[src/rtl/wb_master_bridge_if.sv]
// rtl/wb_master_bridge_if.sv - request/response and Wishbone signal bundle for wb_master_bridge
// The master modport is the bridge; the slave modport is the core plus responder side.
interface wb_master_bridge_if #(
  parameter int ADDR_WIDTH = 32,
  parameter int DATA_WIDTH = 32
);
  localparam int SEL_WIDTH = DATA_WIDTH / 8;

  logic                  req_valid_i;
  logic                  req_ready_o;
  logic [ADDR_WIDTH-1:0] req_addr_i;
  logic                  req_we_i;
  logic [SEL_WIDTH-1:0]  req_be_i;
  logic [DATA_WIDTH-1:0] req_wdata_i;
  logic                  rsp_valid_o;
  logic [DATA_WIDTH-1:0] rsp_rdata_o;
  logic                  rsp_err_o;
  logic                  wb_cyc_o;
  logic                  wb_stb_o;
  logic                  wb_we_o;
  logic [ADDR_WIDTH-1:0] wb_addr_o;
  logic [SEL_WIDTH-1:0]  wb_sel_o;
  logic [DATA_WIDTH-1:0] wb_wdata_o;
  logic [DATA_WIDTH-1:0] wb_rdata_i;
  logic                  wb_ack_i;
  logic                  wb_err_i;

  modport master (
    input  req_valid_i, req_addr_i, req_we_i, req_be_i, req_wdata_i,
    input  wb_rdata_i, wb_ack_i, wb_err_i,
    output req_ready_o, rsp_valid_o, rsp_rdata_o, rsp_err_o,
    output wb_cyc_o, wb_stb_o, wb_we_o, wb_addr_o, wb_sel_o, wb_wdata_o
  );

  modport slave (
    output req_valid_i, req_addr_i, req_we_i, req_be_i, req_wdata_i,
    output wb_rdata_i, wb_ack_i, wb_err_i,
    input  req_ready_o, rsp_valid_o, rsp_rdata_o, rsp_err_o,
    input  wb_cyc_o, wb_stb_o, wb_we_o, wb_addr_o, wb_sel_o, wb_wdata_o
  );
endinterface

[src/rtl/wb_master_bridge.sv]
// rtl/wb_master_bridge.sv - Wishbone classic initiator: one registered single cycle per request
// Optional BUSY timeout abort is built when WB_MASTER_TIMEOUT_EN is defined.
module wb_master_bridge #(
  parameter int ADDR_WIDTH     = 32,
  parameter int DATA_WIDTH     = 32,
  parameter int TIMEOUT_CYCLES = 255
) (
  input  logic                   wb_clk_i,
  input  logic                   rst_ni,
  wb_master_bridge_if.master     bus
);
  localparam int SEL_WIDTH = DATA_WIDTH / 8;

  typedef enum logic [1:0] {
    S_IDLE = 2'd0,
    S_BUSY = 2'd1,
    S_RESP = 2'd2
  } state_e;

  state_e                r_state;
  state_e                w_state_nxt;
  logic                  r_req_ready, w_req_ready_nxt;
  logic                  r_rsp_valid, w_rsp_valid_nxt;
  logic [DATA_WIDTH-1:0] r_rsp_rdata, w_rsp_rdata_nxt;
  logic                  r_rsp_err,   w_rsp_err_nxt;
  logic                  r_cyc,       w_cyc_nxt;
  logic                  r_we,        w_we_nxt;
  logic [ADDR_WIDTH-1:0] r_addr,      w_addr_nxt;
  logic [SEL_WIDTH-1:0]  r_sel,       w_sel_nxt;
  logic [DATA_WIDTH-1:0] r_wdata,     w_wdata_nxt;
  logic                  w_timeout;
  logic                  w_accept;
  logic                  w_abort;

`ifdef WB_MASTER_TIMEOUT_EN
  localparam int TMO_W = $clog2(TIMEOUT_CYCLES + 1);
  logic [TMO_W-1:0] r_tmo_cnt;

  // Zero on every entry to BUSY because it is held clear outside BUSY.
  always_ff @(posedge wb_clk_i or negedge rst_ni) begin
    if (!rst_ni) begin
      r_tmo_cnt <= '0;
    end else if (r_state == S_BUSY) begin
      r_tmo_cnt <= r_tmo_cnt + 1'b1;
    end else begin
      r_tmo_cnt <= '0;
    end
  end

  assign w_timeout = (r_state == S_BUSY) && (r_tmo_cnt == TMO_W'(TIMEOUT_CYCLES - 1));
`else
  logic [31:0] w_unused_tmo;
  assign w_unused_tmo = 32'(TIMEOUT_CYCLES);
  assign w_timeout    = 1'b0;
`endif

  assign w_accept = r_req_ready && bus.req_valid_i;
  // A real ack or err on the same edge as the timeout takes precedence over the abort.
  assign w_abort  = w_timeout && !bus.wb_ack_i && !bus.wb_err_i;

  always_ff @(posedge wb_clk_i or negedge rst_ni) begin
    if (!rst_ni) begin
      r_state <= S_IDLE;
    end else begin
      r_state <= w_state_nxt;
    end
  end

  always_comb begin
    w_state_nxt     = r_state;
    w_req_ready_nxt = 1'b0;
    w_rsp_valid_nxt = 1'b0;
    w_rsp_rdata_nxt = r_rsp_rdata;
    w_rsp_err_nxt   = r_rsp_err;
    w_cyc_nxt       = r_cyc;
    w_we_nxt        = r_we;
    w_addr_nxt      = r_addr;
    w_sel_nxt       = r_sel;
    w_wdata_nxt     = r_wdata;
    case (r_state)
      S_IDLE: begin
        w_req_ready_nxt = 1'b1;
        if (w_accept) begin
          w_state_nxt     = S_BUSY;
          w_req_ready_nxt = 1'b0;
          w_cyc_nxt       = 1'b1;
          w_we_nxt        = bus.req_we_i;
          w_addr_nxt      = bus.req_addr_i;
          w_sel_nxt       = bus.req_be_i;
          w_wdata_nxt     = bus.req_wdata_i;
        end
      end
      S_BUSY: begin
        if (bus.wb_ack_i || bus.wb_err_i || w_abort) begin
          w_state_nxt     = S_RESP;
          w_cyc_nxt       = 1'b0;
          w_rsp_valid_nxt = 1'b1;
          w_rsp_err_nxt   = bus.wb_err_i || w_abort;
          w_rsp_rdata_nxt = (bus.wb_ack_i && !bus.wb_err_i && !r_we) ? bus.wb_rdata_i : '0;
        end
      end
      S_RESP: begin
        w_state_nxt     = S_IDLE;
        w_req_ready_nxt = 1'b1;
      end
      default: begin
        w_state_nxt = S_IDLE;
        w_cyc_nxt   = 1'b0;
      end
    endcase
  end

  always_ff @(posedge wb_clk_i or negedge rst_ni) begin
    if (!rst_ni) begin
      r_req_ready <= 1'b0;
      r_rsp_valid <= 1'b0;
      r_rsp_rdata <= '0;
      r_rsp_err   <= 1'b0;
      r_cyc       <= 1'b0;
      r_we        <= 1'b0;
      r_addr      <= '0;
      r_sel       <= '0;
      r_wdata     <= '0;
    end else begin
      r_req_ready <= w_req_ready_nxt;
      r_rsp_valid <= w_rsp_valid_nxt;
      r_rsp_rdata <= w_rsp_rdata_nxt;
      r_rsp_err   <= w_rsp_err_nxt;
      r_cyc       <= w_cyc_nxt;
      r_we        <= w_we_nxt;
      r_addr      <= w_addr_nxt;
      r_sel       <= w_sel_nxt;
      r_wdata     <= w_wdata_nxt;
    end
  end

  assign bus.req_ready_o = r_req_ready;
  assign bus.rsp_valid_o = r_rsp_valid;
  assign bus.rsp_rdata_o = r_rsp_rdata;
  assign bus.rsp_err_o   = r_rsp_err;
  assign bus.wb_cyc_o    = r_cyc;
  assign bus.wb_stb_o    = r_cyc;
  assign bus.wb_we_o     = r_we;
  assign bus.wb_addr_o   = r_addr;
  assign bus.wb_sel_o    = r_sel;
  assign bus.wb_wdata_o  = r_wdata;
endmodule

[src/flat_wrapper.sv]
// flat-port wrapper written by rule: the top's interface ports become plain ports
module wb_master_bridge_flat 
#(
  parameter int ADDR_WIDTH     = 32,
  parameter int DATA_WIDTH     = 32,
  parameter int TIMEOUT_CYCLES = 255
)
  (wb_clk_i, rst_ni, bus_req_valid_i, bus_req_addr_i, bus_req_we_i, bus_req_be_i, bus_req_wdata_i, bus_wb_rdata_i, bus_wb_ack_i, bus_wb_err_i, bus_req_ready_o, bus_rsp_valid_o, bus_rsp_rdata_o, bus_rsp_err_o, bus_wb_cyc_o, bus_wb_stb_o, bus_wb_we_o, bus_wb_addr_o, bus_wb_sel_o, bus_wb_wdata_o);
  wb_master_bridge_if #(.ADDR_WIDTH(ADDR_WIDTH), .DATA_WIDTH(DATA_WIDTH)) bus_i ();
  input  logic wb_clk_i;
  input  logic rst_ni;
  input wire logic [$bits(bus_i.req_valid_i)-1:0] bus_req_valid_i;
  input wire logic [$bits(bus_i.req_addr_i)-1:0] bus_req_addr_i;
  input wire logic [$bits(bus_i.req_we_i)-1:0] bus_req_we_i;
  input wire logic [$bits(bus_i.req_be_i)-1:0] bus_req_be_i;
  input wire logic [$bits(bus_i.req_wdata_i)-1:0] bus_req_wdata_i;
  input wire logic [$bits(bus_i.wb_rdata_i)-1:0] bus_wb_rdata_i;
  input wire logic [$bits(bus_i.wb_ack_i)-1:0] bus_wb_ack_i;
  input wire logic [$bits(bus_i.wb_err_i)-1:0] bus_wb_err_i;
  output wire logic [$bits(bus_i.req_ready_o)-1:0] bus_req_ready_o;
  output wire logic [$bits(bus_i.rsp_valid_o)-1:0] bus_rsp_valid_o;
  output wire logic [$bits(bus_i.rsp_rdata_o)-1:0] bus_rsp_rdata_o;
  output wire logic [$bits(bus_i.rsp_err_o)-1:0] bus_rsp_err_o;
  output wire logic [$bits(bus_i.wb_cyc_o)-1:0] bus_wb_cyc_o;
  output wire logic [$bits(bus_i.wb_stb_o)-1:0] bus_wb_stb_o;
  output wire logic [$bits(bus_i.wb_we_o)-1:0] bus_wb_we_o;
  output wire logic [$bits(bus_i.wb_addr_o)-1:0] bus_wb_addr_o;
  output wire logic [$bits(bus_i.wb_sel_o)-1:0] bus_wb_sel_o;
  output wire logic [$bits(bus_i.wb_wdata_o)-1:0] bus_wb_wdata_o;
  assign bus_i.req_valid_i = bus_req_valid_i;
  assign bus_i.req_addr_i = bus_req_addr_i;
  assign bus_i.req_we_i = bus_req_we_i;
  assign bus_i.req_be_i = bus_req_be_i;
  assign bus_i.req_wdata_i = bus_req_wdata_i;
  assign bus_i.wb_rdata_i = bus_wb_rdata_i;
  assign bus_i.wb_ack_i = bus_wb_ack_i;
  assign bus_i.wb_err_i = bus_wb_err_i;
  assign bus_req_ready_o = bus_i.req_ready_o;
  assign bus_rsp_valid_o = bus_i.rsp_valid_o;
  assign bus_rsp_rdata_o = bus_i.rsp_rdata_o;
  assign bus_rsp_err_o = bus_i.rsp_err_o;
  assign bus_wb_cyc_o = bus_i.wb_cyc_o;
  assign bus_wb_stb_o = bus_i.wb_stb_o;
  assign bus_wb_we_o = bus_i.wb_we_o;
  assign bus_wb_addr_o = bus_i.wb_addr_o;
  assign bus_wb_sel_o = bus_i.wb_sel_o;
  assign bus_wb_wdata_o = bus_i.wb_wdata_o;
  wb_master_bridge #(.ADDR_WIDTH(ADDR_WIDTH), .DATA_WIDTH(DATA_WIDTH), .TIMEOUT_CYCLES(TIMEOUT_CYCLES)) u_core (.wb_clk_i(wb_clk_i), .rst_ni(rst_ni), .bus(bus_i));
endmodule
[config.mk]
export PLATFORM = sky130hd
export DESIGN_NAME = wb_master_bridge_flat
export DESIGN_NICKNAME = d
export VERILOG_FILES = /design/src/rtl/wb_master_bridge_if.sv /design/src/rtl/wb_master_bridge.sv /design/src/flat_wrapper.sv
export SDC_FILE = /design/constraint.sdc
export NUM_CORES = 1
export LEC_CHECK = 0
export CAP_MARGIN = 20
export CELL_PAD_IN_SITES_DETAIL_PLACEMENT = 0
export CELL_PAD_IN_SITES_GLOBAL_PLACEMENT = 1
export CORE_MARGIN = 2
export CORE_UTILIZATION = 27
export DETAILED_ROUTE_END_ITERATION = 6
export PLACE_DENSITY = 0.74
export SLEW_MARGIN = 20
export SYNTH_ARGS = -nofsm -noshare
export SYNTH_HDL_FRONTEND = slang
export SYNTH_SLANG_ARGS = --single-unit
[constraint.sdc]
create_clock -name wb_clk_i -period 1.39 [get_ports wb_clk_i]
set_input_delay 0.278 -clock wb_clk_i [delete_from_list [all_inputs] [get_ports wb_clk_i]]
set_output_delay 0.278 -clock wb_clk_i [all_outputs]
set_load 0.005 [all_outputs]
==> flow_metrics.env <==
export IMPL_outcome="complete, but fails checks"
export IMPL_violations="setup timing"
export IMPL_synth_warnings=0
export IMPL_portBuffers=211
export IMPL_max_cap_viol_count=0
export IMPL_max_slew_worst_pin_slew_ns=0.3020
export IMPL_fmax_ghz=0.6615
export IMPL_fp_dieW_um=124.7
export IMPL_cp_required_ns=1.61
export IMPL_grt_start_max_net_pins=56
export IMPL_ys_flop_type="dfrtp_1"
export IMPL_fin_cells=669
export IMPL_irDropWorstVdd_uv=949.1
export IMPL_clockBufferDepth=2
export IMPL_gp_congestion=0.7805
export IMPL_synth_compound_area_share_pct=8.307
export IMPL_fin_crit_ns=1.512
export IMPL_setup_viol=83
export IMPL_cts_root_buffer="clkbuf_16"
export IMPL_synth_nets=343
export IMPL_ys_seq_elements=107
export IMPL_dp_hpwl_um=7307
export IMPL_arrival_ns=1.74
export IMPL_htree_levels=3
export IMPL_core_um2=14370
export IMPL_multi_input_area_um2=1338
export IMPL_synth_edf_count=0
export IMPL_cts_sinks=107
export IMPL_synthMuxAreaShare_pct=19.76
export IMPL_synth_largest_area_cell="dfrtp_1"
export IMPL_route_detailed_wl_per_inst_um=16.58
export IMPL_grt_ovfl_total=0
export IMPL_slew_violations=0
export IMPL_clkLatencyLatePin_ns=0.34
export IMPL_start_kind="flop"
export IMPL_io_pins=212
export IMPL_grt_pass1_wl_um=17910
export IMPL_start_util_pct=27.36
export IMPL_grtUsageTotal_pct=14.59
export IMPL_drt_total_wl_um=11090
export IMPL_clk_pin_slew_ns=0.06
export IMPL_relSlewSlack_pct=79.87
export IMPL_synth_simple_area_share_pct=1.241
export IMPL_dieArea_um2=15540
export IMPL_cts_tree="yes"
export IMPL_place_ws_ns=-0.4839
export IMPL_synth_most_common_cell="dfrtp_1"
export IMPL_yosysUniqueCellTypes=18
export IMPL_diodes=0
export IMPL_ys_top_cells_by_area="dfrtp_1, mux2_2, a22o_1"
export IMPL_synth_xor_area_share_pct=0
export IMPL_final_nets=588
export IMPL_vias=2955
export IMPL_area_growth_syn_to_layout_pct=78.14
export IMPL_cp_max_fo=20
export IMPL_setup_slack_ns=-0.1217
export IMPL_avgSynthCellArea_um2=16.59
export IMPL_syn_inst=237
export IMPL_rsz0062_at_grt="yes"
export IMPL_p_per_area_nw_per_um2=2042
export IMPL_drive_gt1_share_pct=25.36
export IMPL_first_global_vias=3308
export IMPL_netlist_area_um2=3931
export IMPL_yosysTopAreaCellShare_pct=68.11
export IMPL_hold_viol=0
export IMPL_drcViolationCount=0
export IMPL_seqCellArea_um2=2678
export IMPL_worstSetupPathType="flop to flop"
export IMPL_antenna_found_initial=0
export IMPL_dieHeight_um=124.7
export IMPL_routed_via_density=4.417
export IMPL_fp_row_count=44
export IMPL_fillers=1292
export IMPL_p_leak_nw=3.355
export IMPL_synth_common_cells="dfrtp_1, mux2_2, a22o_1"
export IMPL_seq_area_frac_synth_pct=68.11
export IMPL_hold_path_class="primary input to flop"
export IMPL_cts_buffers=9
export IMPL_cp_end_kind="flop"
export IMPL_synthAdderAreaFrac_pct=0
export IMPL_ant_nets=0
export IMPL_synth_top_family_by_area="multiplexers"
export IMPL_final_period_utilization_pct=108.8
export IMPL_drtIter0Drc=123
export IMPL_async_flop_share_pct=100.0
export IMPL_dpl_cell_count=631
export IMPL_skew_ns=0.005401
export IMPL_dr_pass1_iters=4
## what timing repair did
action	in CTS	in global routing
gates resized for setup	161	15
buffers inserted	18	3
endpoints found under the hold margin	107	0
pin swaps	0	9
hold buffers	1	0
cloned	6	2
setup endpoints to repair	207	102
## cell type report
| type | instances | share of cell area (%) |
|---|---|---|
| flip-flops and latches | 107 | 38.23 |
| repair buffers | 248 | 35.54 |
| multi-input cells | 113 | 19.10 |
| inverters | 3 | 0.1608 |
| clock buffers | 9 | 3.216 |
| clock inverters | 5 | 0.4645 |
| well taps | 184 | 3.287 |
## placed cells by master (no fill, tap or decap), types with 2 or more instances in the layout
master,instances
clkinv_2,2
buf_6,7
inv_1,3
buf_12,7
buf_4,17
a22o_1,33
dlygate4sd2_1,106
mux2_2,21
clkdlybuf4s50_1,103
mux2_4,47
clkbuf_16,10
nor3_4,2
buf_16,5
dfrtp_1,107
clkinvlp_4,3
## kinds of logic after synthesis
family          after synthesis
flops                       107
mux                          69
compound gates               38
buf+inv                      17
simple gates                  6
## stage by stage
stage	utilization (%)	hold slack (ns)	total power, mW	setup TNS, ns	area, µm²
after floorplan	-	-0.01759	7.752	0	3931
after detailed placement	44.17	0.3050	11.78	-36.93	6347
after global routing	48.74	0.2974	15.26	-11.43	7003
after global placement	44.17	0.2977	11.64	-34.39	6347
final	48.74	0.3081	14.30	-4.348	7003
after CTS	48.55	0.2861	14.29	-5.549	6977
## layer usage
layer	part of all wire (%)	track usage (%)	up-vias
met5	0	0	-
met4	1.7	4.627	0
met3	9.0	5.713	13
met2	48	24.04	149
met1	41	17.59	1446
li1	-	-	1347
## critical path, cell delays in order, from the launching register on
cell,delay [ns]
dfrtp_1,0.40
nor3_4,0.21
buf_6,0.21
buf_16,0.19
mux2_2,0.35
## registers in the layout (all words and copies together) (netlist names)
signal,count
u_core.bus.wb_addr_o,32
u_core.bus.wb_cyc_o,1
u_core.bus.wb_wdata_o,32
u_core.bus.wb_we_o,1
u_core.r_state,2
u_core.bus.wb_sel_o,4
u_core.bus.req_ready_o,1
u_core.bus.rsp_err_o,1
u_core.bus.rsp_rdata_o,32
u_core.bus.rsp_valid_o,1
## power by group
part | switching (mW) | leakage, nW | internal, mW | total (mW)
logic | 2.20 | 1.91 | 4.41 | 6.61
clock network | 1.07 | 0.119 | 1.19 | 2.26
registers | 0.786 | 1.32 | 4.64 | 5.43
total | 4.06 | 3.36 | 10.2 | 14.3
## path summary, 6_finish.rpt
kind | startpoint | endpoint | slack (ns) | depth (start not counted)
max | u_core.r_state[0] | u_core.bus.wb_addr_o[31] | -0.12 | 4
max in group asynchronous | rst_ni | u_core.bus.wb_addr_o[21] | 0.61 | 3
min | bus_req_valid_i | u_core.bus.req_ready_o | 0.31 | 2
min reg2reg | u_core.bus.wb_wdata_o[21] | u_core.bus.wb_wdata_o[21] | 0.48 | 1
min in group asynchronous | rst_ni | u_core.bus.wb_wdata_o[20] | 0.50 | 3
max reg2reg | u_core.r_state[0] | u_core.bus.wb_addr_o[31] | -0.12 | 4
Note: power is estimated with default switching activity, not from simulation.
